===== config.mk =====
export PLATFORM = sky130hd
export DESIGN_NAME = bec_csla_pipe_flat
export DESIGN_NICKNAME = d
export VERILOG_FILES = /design/src/rtl/bec_csla_pkg.sv /design/src/rtl/bec_csla_if.sv /design/src/rtl/bec_csla_group.sv /design/src/rtl/bec_csla_pipe.sv /design/src/flat_wrapper.sv
export SDC_FILE = /design/constraint.sdc
export NUM_CORES = 1
export LEC_CHECK = 0
export ABC_AREA = 1
export CORE_UTILIZATION = 40
export CTS_CLUSTER_SIZE = 28
export DETAILED_ROUTE_END_ITERATION = 8
export PLACE_DENSITY = 0.65
export SYNTH_ARGS = -nofsm -noshare
export SYNTH_HDL_FRONTEND = slang
export SYNTH_SLANG_ARGS = --single-unit

===== constraint.sdc =====
create_clock -name clk -period 2.6 [get_ports clk]
set_input_delay 0.26 -clock clk [delete_from_list [all_inputs] [get_ports clk]]
set_output_delay 0.26 -clock clk [all_outputs]
set_load 0.01 [all_outputs]

===== src/rtl/bec_csla_pkg.sv =====
// Shared helpers for the pipelined BEC carry-select adder: parameter legality and
// the number of carry-select groups each pipeline stage evaluates.
package bec_csla_pkg;

    function automatic bit params_ok(input int unsigned width, input int unsigned block,
                                     input int unsigned stages);
        int unsigned groups;
        if (block == 0 || stages == 0) return 1'b0;
        if (width % block != 0) return 1'b0;
        groups = width / block;
        return (groups % stages == 0) && (stages <= groups);
    endfunction

    function automatic int unsigned groups_per_stage(input int unsigned width,
                                                     input int unsigned block,
                                                     input int unsigned stages);
        if (block == 0 || stages == 0) return 1;
        return (width / block) / stages;
    endfunction

endpackage


===== src/rtl/bec_csla_if.sv =====
// Operand/result stream bundle for the BEC carry-select adder/subtractor.
interface bec_csla_if #(
    parameter int unsigned WIDTH = 32
);
    logic             in_valid;
    logic             in_ready;
    logic [WIDTH-1:0] a;
    logic [WIDTH-1:0] b;
    logic             sub;
    logic             out_valid;
    logic             out_ready;
    logic [WIDTH-1:0] sum;
    logic             cout;
    logic             ovf;

    modport master (
        output in_valid, a, b, sub, out_ready,
        input  in_ready, out_valid, sum, cout, ovf
    );

    modport slave (
        input  in_valid, a, b, sub, out_ready,
        output in_ready, out_valid, sum, cout, ovf
    );
endinterface


===== src/rtl/bec_csla_group.sv =====
// One carry-select group: ripple sum assuming cin=0, its excess-1 (BEC) form for
// cin=1, and the late select on the real incoming carry.
module bec_csla_group #(
    parameter int unsigned BLOCK = 4
) (
    input  logic [BLOCK-1:0] a,
    input  logic [BLOCK-1:0] b,
    input  logic             cin,
    output logic [BLOCK-1:0] sum,
    output logic             cout
);
    logic [BLOCK:0] r0;
    logic [BLOCK:0] r1;
    logic           rc;
    logic           bt;

    // Ripple adder with carry-in tied low
    always_comb begin
        r0 = '0;
        rc = 1'b0;
        for (int i = 0; i < BLOCK; i++) begin
            r0[i] = a[i] ^ b[i] ^ rc;
            rc    = (a[i] & b[i]) | (rc & (a[i] ^ b[i]));
        end
        r0[BLOCK] = rc;
    end

    // Binary-to-excess-1: increment of the cin=0 result including its carry bit
    always_comb begin
        r1 = '0;
        bt = 1'b1;
        for (int i = 0; i <= BLOCK; i++) begin
            r1[i] = r0[i] ^ bt;
            bt    = bt & r0[i];
        end
    end

    assign {cout, sum} = cin ? r1 : r0;
endmodule


===== src/rtl/bec_csla_pipe.sv =====
// Pipelined BEC carry-select adder/subtractor with a valid/ready stream and a
// single global advance; each stage resolves a contiguous slice of groups.
module bec_csla_pipe
    import bec_csla_pkg::*;
#(
    parameter int unsigned WIDTH  = 32,
    parameter int unsigned BLOCK  = 4,
    parameter int unsigned STAGES = 2
) (
    input  logic      clk,
    input  logic      rst,
    bec_csla_if.slave bus
);
    localparam int unsigned G    = groups_per_stage(WIDTH, BLOCK, STAGES);
    localparam int unsigned SW   = G * BLOCK;
    localparam int unsigned LAST = STAGES - 1;

    if (!params_ok(WIDTH, BLOCK, STAGES)) begin : g_param_check
        $error("bec_csla_pipe: WIDTH/BLOCK/STAGES combination is not legal");
    end

    logic             advance;
    logic [WIDTH-1:0] bx;
    logic             ovf_c;
    logic             out_valid_q;
    logic [WIDTH-1:0] sum_q;
    logic             cout_q;
    logic             ovf_q;

    assign advance      = !out_valid_q | bus.out_ready;
    assign bus.in_ready = advance;
    assign bx           = bus.b ^ {WIDTH{bus.sub}};

    // Each stage consumes its low SW operand bits and appends SW bits of sum
    for (genvar s = 0; s < STAGES; s++) begin : stg
        localparam int unsigned CONS = s * SW;
        localparam int unsigned REM  = WIDTH - CONS;

        logic [REM-1:0]     op_a;
        logic [REM-1:0]     op_bx;
        logic               vld;
        logic [G:0]         cc;
        logic [SW-1:0]      seg;
        logic [CONS+SW-1:0] acc;

        if (s == 0) begin : g_src
            assign op_a  = bus.a;
            assign op_bx = bx;
            assign cc[0] = bus.sub;
            assign vld   = bus.in_valid;
            assign acc   = seg;
        end else begin : g_src
            logic [CONS-1:0] r_sum;
            logic [REM-1:0]  r_a;
            logic [REM-1:0]  r_bx;
            logic            r_c;
            logic            r_v;

            always_ff @(posedge clk or posedge rst) begin
                if (rst) begin
                    r_v   <= 1'b0;
                    r_c   <= 1'b0;
                    r_sum <= '0;
                    r_a   <= '0;
                    r_bx  <= '0;
                end else if (advance) begin
                    r_v   <= stg[s-1].vld;
                    r_c   <= stg[s-1].cc[G];
                    r_sum <= stg[s-1].acc;
                    r_a   <= stg[s-1].op_a[REM+SW-1:SW];
                    r_bx  <= stg[s-1].op_bx[REM+SW-1:SW];
                end
            end

            assign op_a  = r_a;
            assign op_bx = r_bx;
            assign cc[0] = r_c;
            assign vld   = r_v;
            assign acc   = {seg, r_sum};
        end

        for (genvar j = 0; j < G; j++) begin : grp
            bec_csla_group #(.BLOCK(BLOCK)) u_grp (
                .a    (op_a[j*BLOCK +: BLOCK]),
                .b    (op_bx[j*BLOCK +: BLOCK]),
                .cin  (cc[j]),
                .sum  (seg[j*BLOCK +: BLOCK]),
                .cout (cc[j+1])
            );
        end
    end

    // Signed overflow: operands agree in sign but the result does not
    assign ovf_c = (stg[LAST].op_a[SW-1] == stg[LAST].op_bx[SW-1]) &
                   (stg[LAST].acc[WIDTH-1] != stg[LAST].op_a[SW-1]);

    always_ff @(posedge clk or posedge rst) begin
        if (rst) begin
            out_valid_q <= 1'b0;
            sum_q       <= '0;
            cout_q      <= 1'b0;
            ovf_q       <= 1'b0;
        end else if (advance) begin
            out_valid_q <= stg[LAST].vld;
            if (stg[LAST].vld) begin
                sum_q  <= stg[LAST].acc;
                cout_q <= stg[LAST].cc[G];
                ovf_q  <= ovf_c;
            end
        end
    end

    assign bus.out_valid = out_valid_q;
    assign bus.sum       = sum_q;
    assign bus.cout      = cout_q;
    assign bus.ovf       = ovf_q;
endmodule

===== src/flat_wrapper.sv =====
// flat-port wrapper written by rule: the top's interface ports become plain ports
module bec_csla_pipe_flat import bec_csla_pkg::*;
#(
    parameter int unsigned WIDTH  = 32,
    parameter int unsigned BLOCK  = 4,
    parameter int unsigned STAGES = 2
)
  (clk, rst, bus_in_valid, bus_a, bus_b, bus_sub, bus_out_ready, bus_in_ready, bus_out_valid, bus_sum, bus_cout, bus_ovf);
  bec_csla_if #(.WIDTH(WIDTH)) bus_i ();
  input  logic clk;
  input  logic rst;
  input wire logic [$bits(bus_i.in_valid)-1:0] bus_in_valid;
  input wire logic [$bits(bus_i.a)-1:0] bus_a;
  input wire logic [$bits(bus_i.b)-1:0] bus_b;
  input wire logic [$bits(bus_i.sub)-1:0] bus_sub;
  input wire logic [$bits(bus_i.out_ready)-1:0] bus_out_ready;
  output wire logic [$bits(bus_i.in_ready)-1:0] bus_in_ready;
  output wire logic [$bits(bus_i.out_valid)-1:0] bus_out_valid;
  output wire logic [$bits(bus_i.sum)-1:0] bus_sum;
  output wire logic [$bits(bus_i.cout)-1:0] bus_cout;
  output wire logic [$bits(bus_i.ovf)-1:0] bus_ovf;
  assign bus_i.in_valid = bus_in_valid;
  assign bus_i.a = bus_a;
  assign bus_i.b = bus_b;
  assign bus_i.sub = bus_sub;
  assign bus_i.out_ready = bus_out_ready;
  assign bus_in_ready = bus_i.in_ready;
  assign bus_out_valid = bus_i.out_valid;
  assign bus_sum = bus_i.sum;
  assign bus_cout = bus_i.cout;
  assign bus_ovf = bus_i.ovf;
  bec_csla_pipe #(.WIDTH(WIDTH), .BLOCK(BLOCK), .STAGES(STAGES)) u_core (.clk(clk), .rst(rst), .bus(bus_i));
endmodule

=== Word level (Yosys, flattened, before mapping) ===
Index checks and enable logic that the tools add are counted.

* Flip-flop bits (word level): 85
* Bits of input ports: 69
* Output and inout port bits: 36
* Word-level logic and storage cells: 224

* Equality and inequality tests: 2
* Multiplexer cells: 8
* Bitwise operators: 203
* Reductions and logical operators: 2

{| class="wikitable"
|+ Operators with widths
! cell !! number
|-
| XOR 1 bit || 88
|-
| bitwise AND 1 bit || 81
|-
| 2-to-1 mux 5 bit || 8
|-
| XOR 32 bit || 1
|-
| OR 1 bit || 25
|-
| inverter 1 bit || 8
|-
| AND reduction 2 bit || 1
|-
| equality test 1 bit || 1
|-
| logical NOT 1 bit || 1
|-
| inequality test 1 bit || 1
|}

=== Longest topological paths before layout ===
Gate-level depths: netlist of the first run.

* Depth in word-level cells: 14
* Mapped depth: 20
* Depth with buffers taken out: 18

=== By module ===
Synthesis of the first run repeated with hierarchy kept, for this count alone.

* Cells, all modules: 633
* Area, all modules: 5271.3 um^2

{| class="wikitable"
|+ Modules (own cells, without submodules)
! module !! instances !! cells each !! area an instance (um^2) !! sequential area each (um^2)
|-
| bec_csla_pipe || 1 || 385 || 3509.6 || 2127.0
|-
| bec_csla_group || 8 || 31 || 220.2 || 0.0
|}

=== Least setup slack after synthesis of the first run ===
No wires, ideal clock.

* Kind: in2reg
* From: input bus_sub
* To: register u_core.stg[1].g_src.r_sum[12]
* Arrival time: 3.116 ns
* Data required time: 2.473 ns
* Path slack: -0.644 ns
* Stages: 19
* Path through: buf_6 -> buf_4 -> buf_2 -> xor2_1 -> ha_1 -> fa_1 -> inv_1 -> fa_1 -> fa_1 -> inv_1 -> ha_1 -> xor2_1 -> nand2_4 -> nand2_4 -> nand2_4 -> nand2_4 -> nand2_1 -> nand3_1 -> o21ai_1

* Word-level cells in the longest chain between the ends: 13
* Elaborated cells between the ends (all ways): 70
* Those cells by class: mux: 4; bitwise: 66

{| class="wikitable"
|+ RTL lines
! item !! RTL line !! text
|-
| from (decl) || flat_wrapper.sv:15 || <nowiki>input wire logic [$bits(bus_i.sub)-1:0] bus_sub;</nowiki>
|-
| XOR 32 bit || bec_csla_pipe.sv:32 || <nowiki>assign bx = bus.b ^ {WIDTH{bus.sub}};</nowiki>
|-
| bitwise AND 1 bit or XOR 1 bit (tied branches) || bec_csla_group.sv:23, bec_csla_group.sv:22 ||
|-
| bitwise AND 1 bit || bec_csla_group.sv:23 || <nowiki>rc = (a[i] & b[i]) | (rc & (a[i] ^ b[i]));</nowiki>
|-
| OR 1 bit || bec_csla_group.sv:23 ||
|-
| bitwise AND 1 bit || bec_csla_group.sv:23 ||
|-
| OR 1 bit || bec_csla_group.sv:23 ||
|-
| bitwise AND 1 bit or XOR 1 bit (tied branches) || bec_csla_group.sv:23, bec_csla_group.sv:22 ||
|-
| OR 1 bit or bitwise AND 1 bit (tied branches) || bec_csla_group.sv:23, bec_csla_group.sv:34 ||
|-
| XOR 1 bit || bec_csla_group.sv:33 || <nowiki>r1[i] = r0[i] ^ bt;</nowiki>
|-
| 2-to-1 mux 5 bit (3 in a row) || bec_csla_group.sv:38 || <nowiki>assign {cout, sum} = cin ? r1 : r0;</nowiki>
|-
| 2-to-1 mux 5 bit (*) || bec_csla_group.sv:38 ||
|-
| to (signal assigned) || bec_csla_pipe.sv:69 || <nowiki>r_sum <= stg[s-1].acc;</nowiki>
|-
| to (decl) || bec_csla_pipe.sv:53 || <nowiki>logic [CONS-1:0] r_sum;</nowiki>
|}

Every way passes the cells marked *; elsewhere a longest branch is shown, timed or not.
A chain may end at the register's enable or synchronous reset.

=== Worst setup path after layout of the first run ===
* From: register u_core.stg[1].g_src.r_a[0]
* To: register u_core.ovf_q (netlist: u_core.bus.ovf)

* Word-level cells in the longest chain between the ends: 14
* Elaborated cells between the ends (all ways): 21
* Those cells by class: eq/ne: 1; mux: 4; bitwise: 16

{| class="wikitable"
|+ RTL lines
! item !! RTL line !! text
|-
| from (decl) || bec_csla_pipe.sv:54 || <nowiki>logic [REM-1:0] r_a;</nowiki>
|-
| from (signal assigned) || bec_csla_pipe.sv:70 || <nowiki>r_a <= stg[s-1].op_a[REM+SW-1:SW];</nowiki>
|-
| bitwise AND 1 bit (2 in a row) || bec_csla_group.sv:23 ||
|-
| OR 1 bit || bec_csla_group.sv:23 ||
|-
| bitwise AND 1 bit || bec_csla_group.sv:23 ||
|-
| OR 1 bit || bec_csla_group.sv:23 ||
|-
| bitwise AND 1 bit or XOR 1 bit (tied branches) || bec_csla_group.sv:23, bec_csla_group.sv:22 ||
|-
| OR 1 bit or bitwise AND 1 bit (tied branches) || bec_csla_group.sv:23, bec_csla_group.sv:34 ||
|-
| XOR 1 bit || bec_csla_group.sv:33 ||
|-
| 2-to-1 mux 5 bit (*) (4 in a row) || bec_csla_group.sv:38 ||
|-
| inequality test 1 bit (*) || bec_csla_pipe.sv:95 || <nowiki>(stg[LAST].acc[WIDTH-1] != stg[LAST].op_a[SW-1]);</nowiki>
|-
| bitwise AND 1 bit (*) || bec_csla_pipe.sv:94 || <nowiki>assign ovf_c = (stg[LAST].op_a[SW-1] == stg[LAST].op_bx[SW-1]) &</nowiki>
|-
| to (signal assigned) || bec_csla_pipe.sv:108 || <nowiki>ovf_q <= ovf_c;</nowiki>
|-
| to (decl) || bec_csla_pipe.sv:28 || <nowiki>logic ovf_q;</nowiki>
|}

Marks and branches as above.

==> impl_metrics.yaml, run 1 <==
yosys:
  ys_ff_latch: 85
  synth_mux_area_share_pct: 0
  synth-xor-area-share_pct: 7.13
  yosys_warnings: 0
  yosysTopAreaCellShare_pct: 42.2
  syn_area_mm2: 0.00503
  synth_simple_gate_area_share_pct: 16.5
  netlist_top_cells_count: "nand2_1, dfrtp_1, inv_1"
  syn_nets: 681
  synthCells: 555
  synth_edf_count: 0
  synth_top_family_by_area: "adder cells"
  seq_area_frac_synth_pct: 42.2
  synth_most_common_cell: "nand2_1"
  synthAdderAreaFrac_pct: 17.7
  synth_cell_types: 26
  netlist_top_cells_area: "dfrtp_1, nand2_1, fa_1"
  yosysTopAreaCell: "dfrtp_1"
  syn_avg_cell_area_um2: 9.07
  synth_compound_area_share_pct: 8.77
  ys_async_sr_fraction_pct: 100
  dominantRegCellSynth: "dfrtp_1"
finish:
  layout.nets: 812
  regArea_mm2: 0.00213
  fillers: 1057
  area_growth_pct: 41.9
  multi_input_area_mm2: 0.00287
  drive_gt1_share_pct: 20.3
  final_util_pct: 58.7
routing:
  vias: 4004
  vias_per_cell: 4.66
  drc: 0
  wl_per_cell_um: 13.9
  antenna_left: 0
  firstDrtPassIters: 4
  drt-total-wl_um: 11900
  drt_iter0_drc: 185
die:
  die_h_um: 114
  rows: 40
  coreArea_mm2: 0.0122
  die-area_mm2: 0.0130
  die_w_um: 114
  io_pins: 105
  start_util_pct: 41.4
sta:
  setup_viol_count_final: 22
  maxSlewViolCount: 0
  fin_crit_ps: 2950
  hold_violations: 0
  rsz0062_at_grt: "yes"
  setup_slack_ps: -346
  tns_ps: -4150
  finalCritPeriodShare_pct: 113
  max_slew_margin_pct: 56.4
  fin_skew_ps: 8.42
  worstMarginPinSlew_ps: 653
  fmax_mhz: 339
setup_path:
  critPathKind: "flop to flop"
  cp-start-kind: "flop"
  cp_data_required_time_ps: 2820
  cp.arrival_ps: 3170
  cp_max_fo: 3
  crit_family: "adder cells"
  crit_chain: "ha_2 -> inv_2 -> fa_2 -> inv_2 -> fa_2 -> fa_1 -> ha_2 -> nand3_2 -> nand2_4 -> nand2_4 -> nand2_4 -> nand2_2 -> nand3_2 -> nand3_1 -> nand3_2 -> nand2_1"
  cp_slowest_stage_delay_ps: 570
  endpoint_kind: "flop"
  crit_buf_inv: 2
  crit_path_top_delay_cell: "fa_1"
status:
  status: "finished with violations"
  violations: "setup timing"
global_route:
  overflow: 0
  antenna_found_initial: 1
  grt_max_degree: 52
  grt_pass1_vias: 4157
  grt_pass1_wl_um: 19400
  grt_util_all_layers_pct: 19.1
pwr:
  ir_drop_uv: 513
  p_per_area_mw_per_mm2: 868
  power.leakage_nw: 3.36
placed_design:
  portBuffers: 104
  post-dp-hpwl_um: 8540
  gp_congestion: 0.760
flow_run:
  cap_violations: 0
hold_path:
  hold_class: "primary input to async pin"
cts:
  worstSkewPairLatency_ps: 340
  clock_sinks: 85
  cts_tree: "built"
  cts_buffers: 9
  root_buffer: "clkbuf_16"
  h-tree-depth: 3
  clk_pin_slew_ps: 60
  cts_buffer_depth: 2
  postCtsHoldBufs: 0
==> kinds of logic (layout without fill, tap and decap cells) <==
group	count (synthesis)	count (layout)
compound gates	84	84
xor+xnor	41	41
other cells	0	1
simple gates	194	195
flops	85	85
fa+ha+maj	57	57
buf+inv	94	228
==> per-stage QoR <==
stage                     setup slack (ps)  power (W)  cells  area, um^2  hold slack [ps]
after floorplan                       -410    0.00346    555        5130              370
after global placement                -663    0.00444    832        6460              457
after detailed placement              -738    0.00455    832        6460              466
after CTS                             -239    0.00600    852        6890              339
after global routing                  -459    0.00667    858        7140              388
final                                 -346    0.00620    859        7140              320
==> area by class of cell <==
cell class | instances | area share [%]
Tap cell | 168 | 2.94
Antenna cell | 1 | 0.0350
Sequential cell | 85 | 29.8
Clock buffer | 11 | 3.54
Inverter | 72 | 3.84
Timing Repair Buffer | 141 | 19.0
Multi-Input combinational cell | 377 | 40.2
Clock inverter | 4 | 0.665
==> cell usage in the layout (no fill, tap or decap), types with 2 or more instances in the layout <==
cell type and count:
nand2_2 9, a22oi_1 2, a21oi_1 3, o21ai_2 3
buf_12 2, o211ai_1 3, clkinv_2 3, fa_1 15
clkbuf_8 2, ha_1 22, xnor2_1 26, nand3_1 4
dlygate4sd2_1 6, inv_2 13, clkdlybuf4s15_1 2, o21ai_0 47
o21ai_1 18, inv_1 57, ha_4 2, nand3_4 5
xor2_1 9, clkbuf_16 9, nand3_2 5, fa_2 9
nor2_1 17, buf_4 30, nand2_1 135, ha_2 9
xnor2_2 2, clkdlybuf4s50_1 94, a21oi_2 2, dfrtp_1 85
nand2_8 3, nand2_4 14, xor2_2 3, a31oi_1 5
buf_6 7
==> final timing paths <==
kind                                                     startpoint                                       to  slack [ps]  cells after the start
setup / recovery             u_core.stg[1].g_src.r_a[0]$_DFFE_PP0N_               u_core.bus.ovf$_DFFE_PP0P_        -350                     16
hold / removal                                                  rst  u_core.stg[1].g_src.r_bx[0]$_DFFE_PP0N_         320                      2
setup reg to reg             u_core.stg[1].g_src.r_a[0]$_DFFE_PP0N_               u_core.bus.ovf$_DFFE_PP0P_        -350                     16
hold reg to reg            u_core.stg[1].g_src.r_sum[5]$_DFFE_PP0N_            u_core.bus.sum[5]$_DFFE_PP0P_         480                      2
max in group asynchronous                                       rst  u_core.stg[1].g_src.r_a[12]$_DFFE_PP0N_        1590                      3
min in group clk                                          bus_a[23]   u_core.stg[1].g_src.r_a[7]$_DFFE_PP0N_         460                      3
==> flip-flops by register name, indices dropped and copies added (netlist names) <==
register / count
u_core.bus.sum: 32
u_core.stg.g_src.r_a: 16
u_core.stg.g_src.r_bx: 16
u_core.stg.g_src.r_sum: 16
u_core.bus.cout: 1
u_core.bus.out_valid: 1
u_core.bus.ovf: 1
u_core.stg.g_src.r_c: 1
u_core.stg.g_src.r_v: 1
==> what timing repair did <==
action | CTS | global route
pin swaps | 33 | 36
endpoints found under the setup margin | 27 | 27
gates resized for setup | 52 | 43
setup buffers | 5 | 7
gates cloned | 1 | 0
==> power breakdown <==
part | switching [W] | internal (W) | total (W)
clock network | 0.000508 | 0.000788 | 0.00130
registers | 0.000253 | 0.00175 | 0.00200
logic | 0.00147 | 0.00143 | 0.00290
total | 0.00223 | 0.00397 | 0.00620
==> layer usage <==
layer	vias up	GRT usage (%)	routed length, um
li1	1986	-	-
met1	1924	22.9	4980
met2	85	35.1	6300
met3	9	3.81	545
met4	0	4.42	115
met5	-	0	0
Power figures use the tool's default switching activity.
==> run 2: changes to the inputs <==
Settings changed: DONT_BUFFER_PORTS set to 1, PLACE_DENSITY 0.65 to 0.53.
==> run 2 against run 1 <==
The flow still finishes with violations (setup timing). Die area is the same. Setup slack gained 160 ps. Register-to-register slack gained 160 ps. Clock skew shrank 3.3 ps. Critical path type unchanged. Largest power group is now sequential cells.
==> impl_metrics.yaml, run 2 (synthesized netlist as in run 1, its figures left out) <==
finish:
  num_antenna_cells: 0
  largest_reg_flops: 32
  layout.nets: 689
  multi_input_area_mm2: 0.00279
  fillers: 1167
  area_growth_pct: 17.1
  drive_gt1_share_pct: 18.8
  final_cell_mix: "nand2_1, dfrtp_1, inv_1, o21ai_0, xnor2_1"
  regArea_mm2: 0.00213
  final_util_pct: 48.5
  final_common_cell: "nand2_1"
flow_run:
  cap_violations: 0
routing:
  vias_per_cell: 4.75
  vias: 3498
  drt-total-wl_um: 10500
  wl_per_cell_um: 14.2
  antenna_left: 0
  wirelength_met1_um: 4780
  top_layer_used: "met4"
  drt_iter0_drc: 137
  wl_met2_um: 5080
  firstDrtPassIters: 4
  met3_wirelength_um: 402
  drc: 0
sta:
  rsz0062_at_grt: "yes"
  maxSlewViolCount: 0
  max_slew_margin_pct: 45.8
  hold_violations: 0
  hold-worst-slack_ps: 27.3
  fin_skew_ps: 5.10
  worstMarginPinSlew_ps: 813
  fin_crit_ps: 2780
  fmax_mhz: 359
  setup_viol_count_final: 14
  finalCritPeriodShare_pct: 107
  setup_slack_ps: -185
placed_design:
  portBuffers: 0
  gp_congestion: 0.809
  post-dp-hpwl_um: 7490
die:
  rows: 40
  coreArea_mm2: 0.0122
  io_pins: 105
  die_w_um: 114
  die_h_um: 114
  start_util_pct: 41.4
  die-area_mm2: 0.0130
setup_path:
  rr_endpoint: "u_core.bus.ovf$_DFFE_PP0P_"
  path_common_cell: "nand2_4"
  cp_data_required_time_ps: 2830
  crit_end: "u_core.bus.ovf$_DFFE_PP0P_"
  critPathKind: "flop to flop"
  reg2reg_slack_ps: -180
  crit_path_top_delay_cell: "fa_1"
  crit_chain: "ha_2 -> inv_2 -> fa_2 -> inv_2 -> fa_2 -> fa_1 -> ha_4 -> nand2_4 -> nand2_4 -> nand2_4 -> nand2_4 -> nand2_4 -> nand2_4 -> nand3_2 -> nand2_2 -> nand2_1 -> nand3_1 -> nand2_1"
  critPathLaunch: "u_core.stg[1].g_src.r_bx[0]$_DFFE_PP0N_"
  endpoint_kind: "flop"
  r2r_start: "u_core.stg[1].g_src.r_bx[0]$_DFFE_PP0N_"
  cp.arrival_ps: 3020
  cp_slowest_stage_delay_ps: 550
  reg2reg_depth: 18
  cp_max_fo: 3
  cp-start-kind: "flop"
cts:
  h-tree-depth: 3
  root_buffer: "clkbuf_16"
  clock_sinks: 85
  worstSkewPairLatency_ps: 340
  cts_buffers: 9
  clk_pin_slew_ps: 60
  cts_tree: "built"
  cts_buffer_depth: 2
global_route:
  grt_pass1_wl_um: 17400
  grt_max_degree: 57
  antenna_found_initial: 0
  overflow: 0
  grt_util_all_layers_pct: 17.5
  grt_pass1_vias: 3492
pwr:
  ir_drop_uv: 441
  power.leakage_nw: 2.85
  p_per_area_mw_per_mm2: 946
status:
  violations: "setup timing"
  status: "finished with violations"
hold_path:
  hold_class: "primary input to flop"
## run 2: changes by cell type in the layout (fill, tap and decap cells not counted), sizes merged
cell           previous run  this run
dlygate4sd2               6         0
bufinv                    1         2
clkdlybuf4s15             2         0
clkbuf                   11        12
diode                     1         0
buf                      39        17
clkinvlp                  1         0
clkdlybuf4s50            94         0
dlygate4sd3               0         1
## run 2: power breakdown
group	switching [W]	internal, W	total [W]	leakage (nW)
combinational	0.00114	0.000869	0.00200	1.66
clock	0.000516	0.000891	0.00141	0.163
sequential	0.000414	0.00175	0.00217	1.02
total	0.00207	0.00351	0.00558	2.85
## run 2: how the worst min path moves through the flow
stage | from | to | slack, ps | cells after the start
global route | bus_a[28] | u_core.stg[1].g_src.r_a[12]$_DFFE_PP0N_ | 20 | 2
CTS | bus_a[28] | u_core.stg[1].g_src.r_a[12]$_DFFE_PP0N_ | 10 | 2
finish | bus_a[22] | u_core.stg[1].g_src.r_a[6]$_DFFE_PP0N_ | 30 | 2
floorplan | bus_a[16] | u_core.stg[1].g_src.r_a[0]$_DFFE_PP0N_ | 370 | 2
global placement | rst | u_core.stg[1].g_src.r_sum[1]$_DFFE_PP0N_ | 300 | 1
detailed placement | rst | u_core.stg[1].g_src.r_sum[1]$_DFFE_PP0N_ | 300 | 1
## run 2: cell type report
class | count | area share, %
clock buffer | 12 | 4.35
clock inverter | 4 | 1.19
inverter | 72 | 4.69
multi-input combinational | 377 | 47.3
sequential | 85 | 36.1
tap | 168 | 3.56
timing repair buffer | 18 | 2.80
## run 2: worst max-delay path: cells and delay by family (launching register included)
family	cells	cell delay, ps
flops	1	380
simple gates	11	760
buf+inv	2	100
fa+ha+maj	5	1450
## run 2: stage by stage
stage	total power, W	instance area (um^2)	setup WS [ps]	setup TNS (ps)	cells
floorplan	0.00346	5130	-410	-3480	555
global placement	0.00386	5330	-251	-3890	716
detailed placement	0.00392	5330	-288	-4800	716
CTS	0.00547	5740	-213	-2170	734
global route	0.00603	5900	-366	-4290	736
finish	0.00558	5900	-185	-1700	736
## run 2: per-layer routing
layer | global-route usage, % | vias to the layer above
met5 | 0 | -
met4 | 8.14 | 0
met3 | 3.81 | 14
met2 | 28.4 | 73
met1 | 22.3 | 1667
li1 | - | 1744
## run 2: timing repair
action | in CTS | in global routing
hold buffers | 1 | 0
pin swaps | 6 | 11
setup endpoints to repair | 14 | 21
gates cloned | 0 | 1
setup buffers | 1 | 1
resized for setup | 25 | 35
hold endpoints to repair | 41 | 0
==> run 3: changes to the inputs <==
Settings changed: PLACE_DENSITY 0.53 to not set.
==> run 3 against run 2 <==
The run still ends with setup timing left. Critical path depth down 2. Register-to-register slack worse by 30 ps. Hold slack better by 4.1 ps. Sequential cell count unchanged. Total power down 2.8%.
==> impl_metrics.yaml, run 3 (synthesized netlist as in run 1, its figures left out) <==
sta:
  worstMarginPinSlew_ps: 815
  hold-worst-slack_ps: 31.4
  rsz0062_at_grt: "yes"
  setup_slack_ps: -218
  tns_ps: -2210
  setup_viol_count_final: 14
  max_slew_margin_pct: 45.7
  fmax_mhz: 355
  maxSlewViolCount: 0
  hold_violations: 0
  fin_skew_ps: 4.29
  fin_crit_ps: 2820
  finalCritPeriodShare_pct: 108
placed_design:
  gp_congestion: 0.830
  portBuffers: 0
  post-dp-hpwl_um: 7720
  place_worst_setup_slack_ps: -298
setup_path:
  crit_buf_inv: 3
  path_common_cell: "nand2_4"
  reg2reg_depth: 16
  endpoint_kind: "flop"
  cp_slowest_stage_delay_ps: 550
  cp.arrival_ps: 3050
  cp-start-kind: "flop"
  critPathLaunch: "u_core.stg[1].g_src.r_bx[0]$_DFFE_PP0N_"
  cp_data_required_time_ps: 2830
  rr_endpoint: "u_core.bus.sum[24]$_DFFE_PP0P_"
  crit_family: "adder cells"
  crit_chain: "ha_2 -> inv_2 -> fa_2 -> inv_2 -> fa_2 -> fa_1 -> ha_4 -> nand2_2 -> nand2_4 -> nand2_4 -> nand2_4 -> nand2_4 -> buf_4 -> xnor2_2 -> nand2_1 -> nand2_1"
  reg2reg_slack_ps: -220
  critPathKind: "flop to flop"
  r2r_start: "u_core.stg[1].g_src.r_bx[0]$_DFFE_PP0N_"
  crit_path_top_delay_cell: "fa_1"
  cp_max_fo: 5
routing:
  drt-total-wl_um: 10600
  vias_per_cell: 4.75
  drc: 0
  vias: 3507
  antenna_left: 0
  firstDrtPassIters: 4
  drt_iter0_drc: 72
  wl_per_cell_um: 14.3
pwr:
  total_power_w: 0.00542
  p_comb_share_pct: 38.8
  internal_power_w: 0.00334
  switching_power_w: 0.00209
  ir_drop_uv: 361
  switching_share_pct: 38.5
  power.leakage_nw: 2.83
  seq_power_share_pct: 39.9
  clock_power_share_pct: 21.3
  p_per_area_mw_per_mm2: 916
global_route:
  grt_pass1_wl_um: 17600
  antenna_found_initial: 0
  grt_max_degree: 47
  grt_pass1_vias: 3654
  grt_util_all_layers_pct: 17.6
  overflow: 0
flow_run:
  cap_violations: 0
hold_path:
  min_to: "u_core.stg[1].g_src.r_a[7]$_DFFE_PP0N_"
  hold_class: "primary input to flop"
  holdPathStages: 2
  hold_start: "bus_a[23]"
finish:
  largest_reg_flops: 32
  final_cell_mix: "nand2_1, dfrtp_1, inv_1, o21ai_0, xnor2_1"
  num_antenna_cells: 0
  final_common_cell: "nand2_1"
  layout.nets: 692
  final_util_pct: 48.7
  drive_gt1_share_pct: 19.3
  area_growth_pct: 17.5
  fillers: 1149
status:
  violations: "setup timing"
  status: "finished with violations"
die:
  die_h_um: 114
  rows: 40
  start_util_pct: 41.4
  io_pins: 105
  die_w_um: 114
  die-area_mm2: 0.0130
  coreArea_mm2: 0.0122
cts:
  cts_tree: "built"
  cts_buffer_depth: 2
  h-tree-depth: 3
  root_buffer: "clkbuf_16"
  cts_buffers: 9
  clk_pin_slew_ps: 60
  clock_sinks: 85
  worstSkewPairLatency_ps: 340
## run 3: changes by cell type in the layout (fill, tap and decap cells not counted), moves of 3 or more
cell,before,now
nor2_1,13,16
o21ai_1,19,22
buf_4,12,16
nor2_2,5,2
nand3_4,4,7
## run 3: power groups by stage
stage                     Clock [W]  Sequential, W  Combinational, W
after CTS                   0.00120        0.00217           0.00181
after detailed placement          0        0.00219           0.00173
after global placement            0        0.00217           0.00167
after floorplan                   0        0.00209           0.00137
after global routing        0.00125        0.00222           0.00241
final                       0.00116        0.00216           0.00210
## run 3: area by class of cell
type | instances | area (um^2) | area share, %
Multi-Input combinational cell | 377 | 2860 | 48.3
Sequential cell | 85 | 2130 | 35.9
Inverter | 72 | 277 | 4.67
Clock buffer | 13 | 250 | 4.23
Tap cell | 168 | 210 | 3.55
Timing Repair Buffer | 21 | 184 | 3.11
Clock inverter | 2 | 10.0 | 0.169
## run 3: per-stage QoR
stage / instances / area, um^2
3_5_place_dp: 716 / 5330
3_3_place_gp: 716 / 5330
4_1_cts: 733 / 5650
2_1_floorplan: 555 / 5130
5_1_grt: 738 / 5920
6_report: 738 / 5920
## run 3: how the worst max path moves through the flow
stage | endpoint | slack (ps) | cells after the start
after global placement | u_core.stg[1].g_src.r_sum[12]$_DFFE_PP0N_ | -220 | 17
after CTS | u_core.bus.sum[30]$_DFFE_PP0P_ | -240 | 16
after detailed placement | u_core.stg[1].g_src.r_sum[12]$_DFFE_PP0N_ | -300 | 17
after global routing | u_core.bus.ovf$_DFFE_PP0P_ | -370 | 18
after floorplan | u_core.stg[1].g_src.r_sum[12]$_DFFE_PP0N_ | -410 | 19
final | u_core.bus.sum[24]$_DFFE_PP0P_ | -220 | 16
## run 3: repair_timing
item | in CTS | in global routing
hold buffers | 1 | 0
cloned | 0 | 1
endpoints found under the hold margin | 22 | 0
buffers inserted | 1 | 4
resized for setup | 17 | 53
setup endpoints to repair | 14 | 21
pin swaps | 2 | 15
## run 3: layer usage
| metal | vias to the layer above | wire length (um) | share of wire (%) | global-route usage [%] |
|---|---|---|---|---|
| met5 | - | 0 | 0 | 0 |
| met4 | 0 | 299 | 2.8 | 9.00 |
| met3 | 20 | 366 | 3.5 | 3.55 |
| met2 | 70 | 5160 | 49 | 28.6 |
| met1 | 1667 | 4750 | 45 | 22.2 |
| li1 | 1750 | - | - | - |
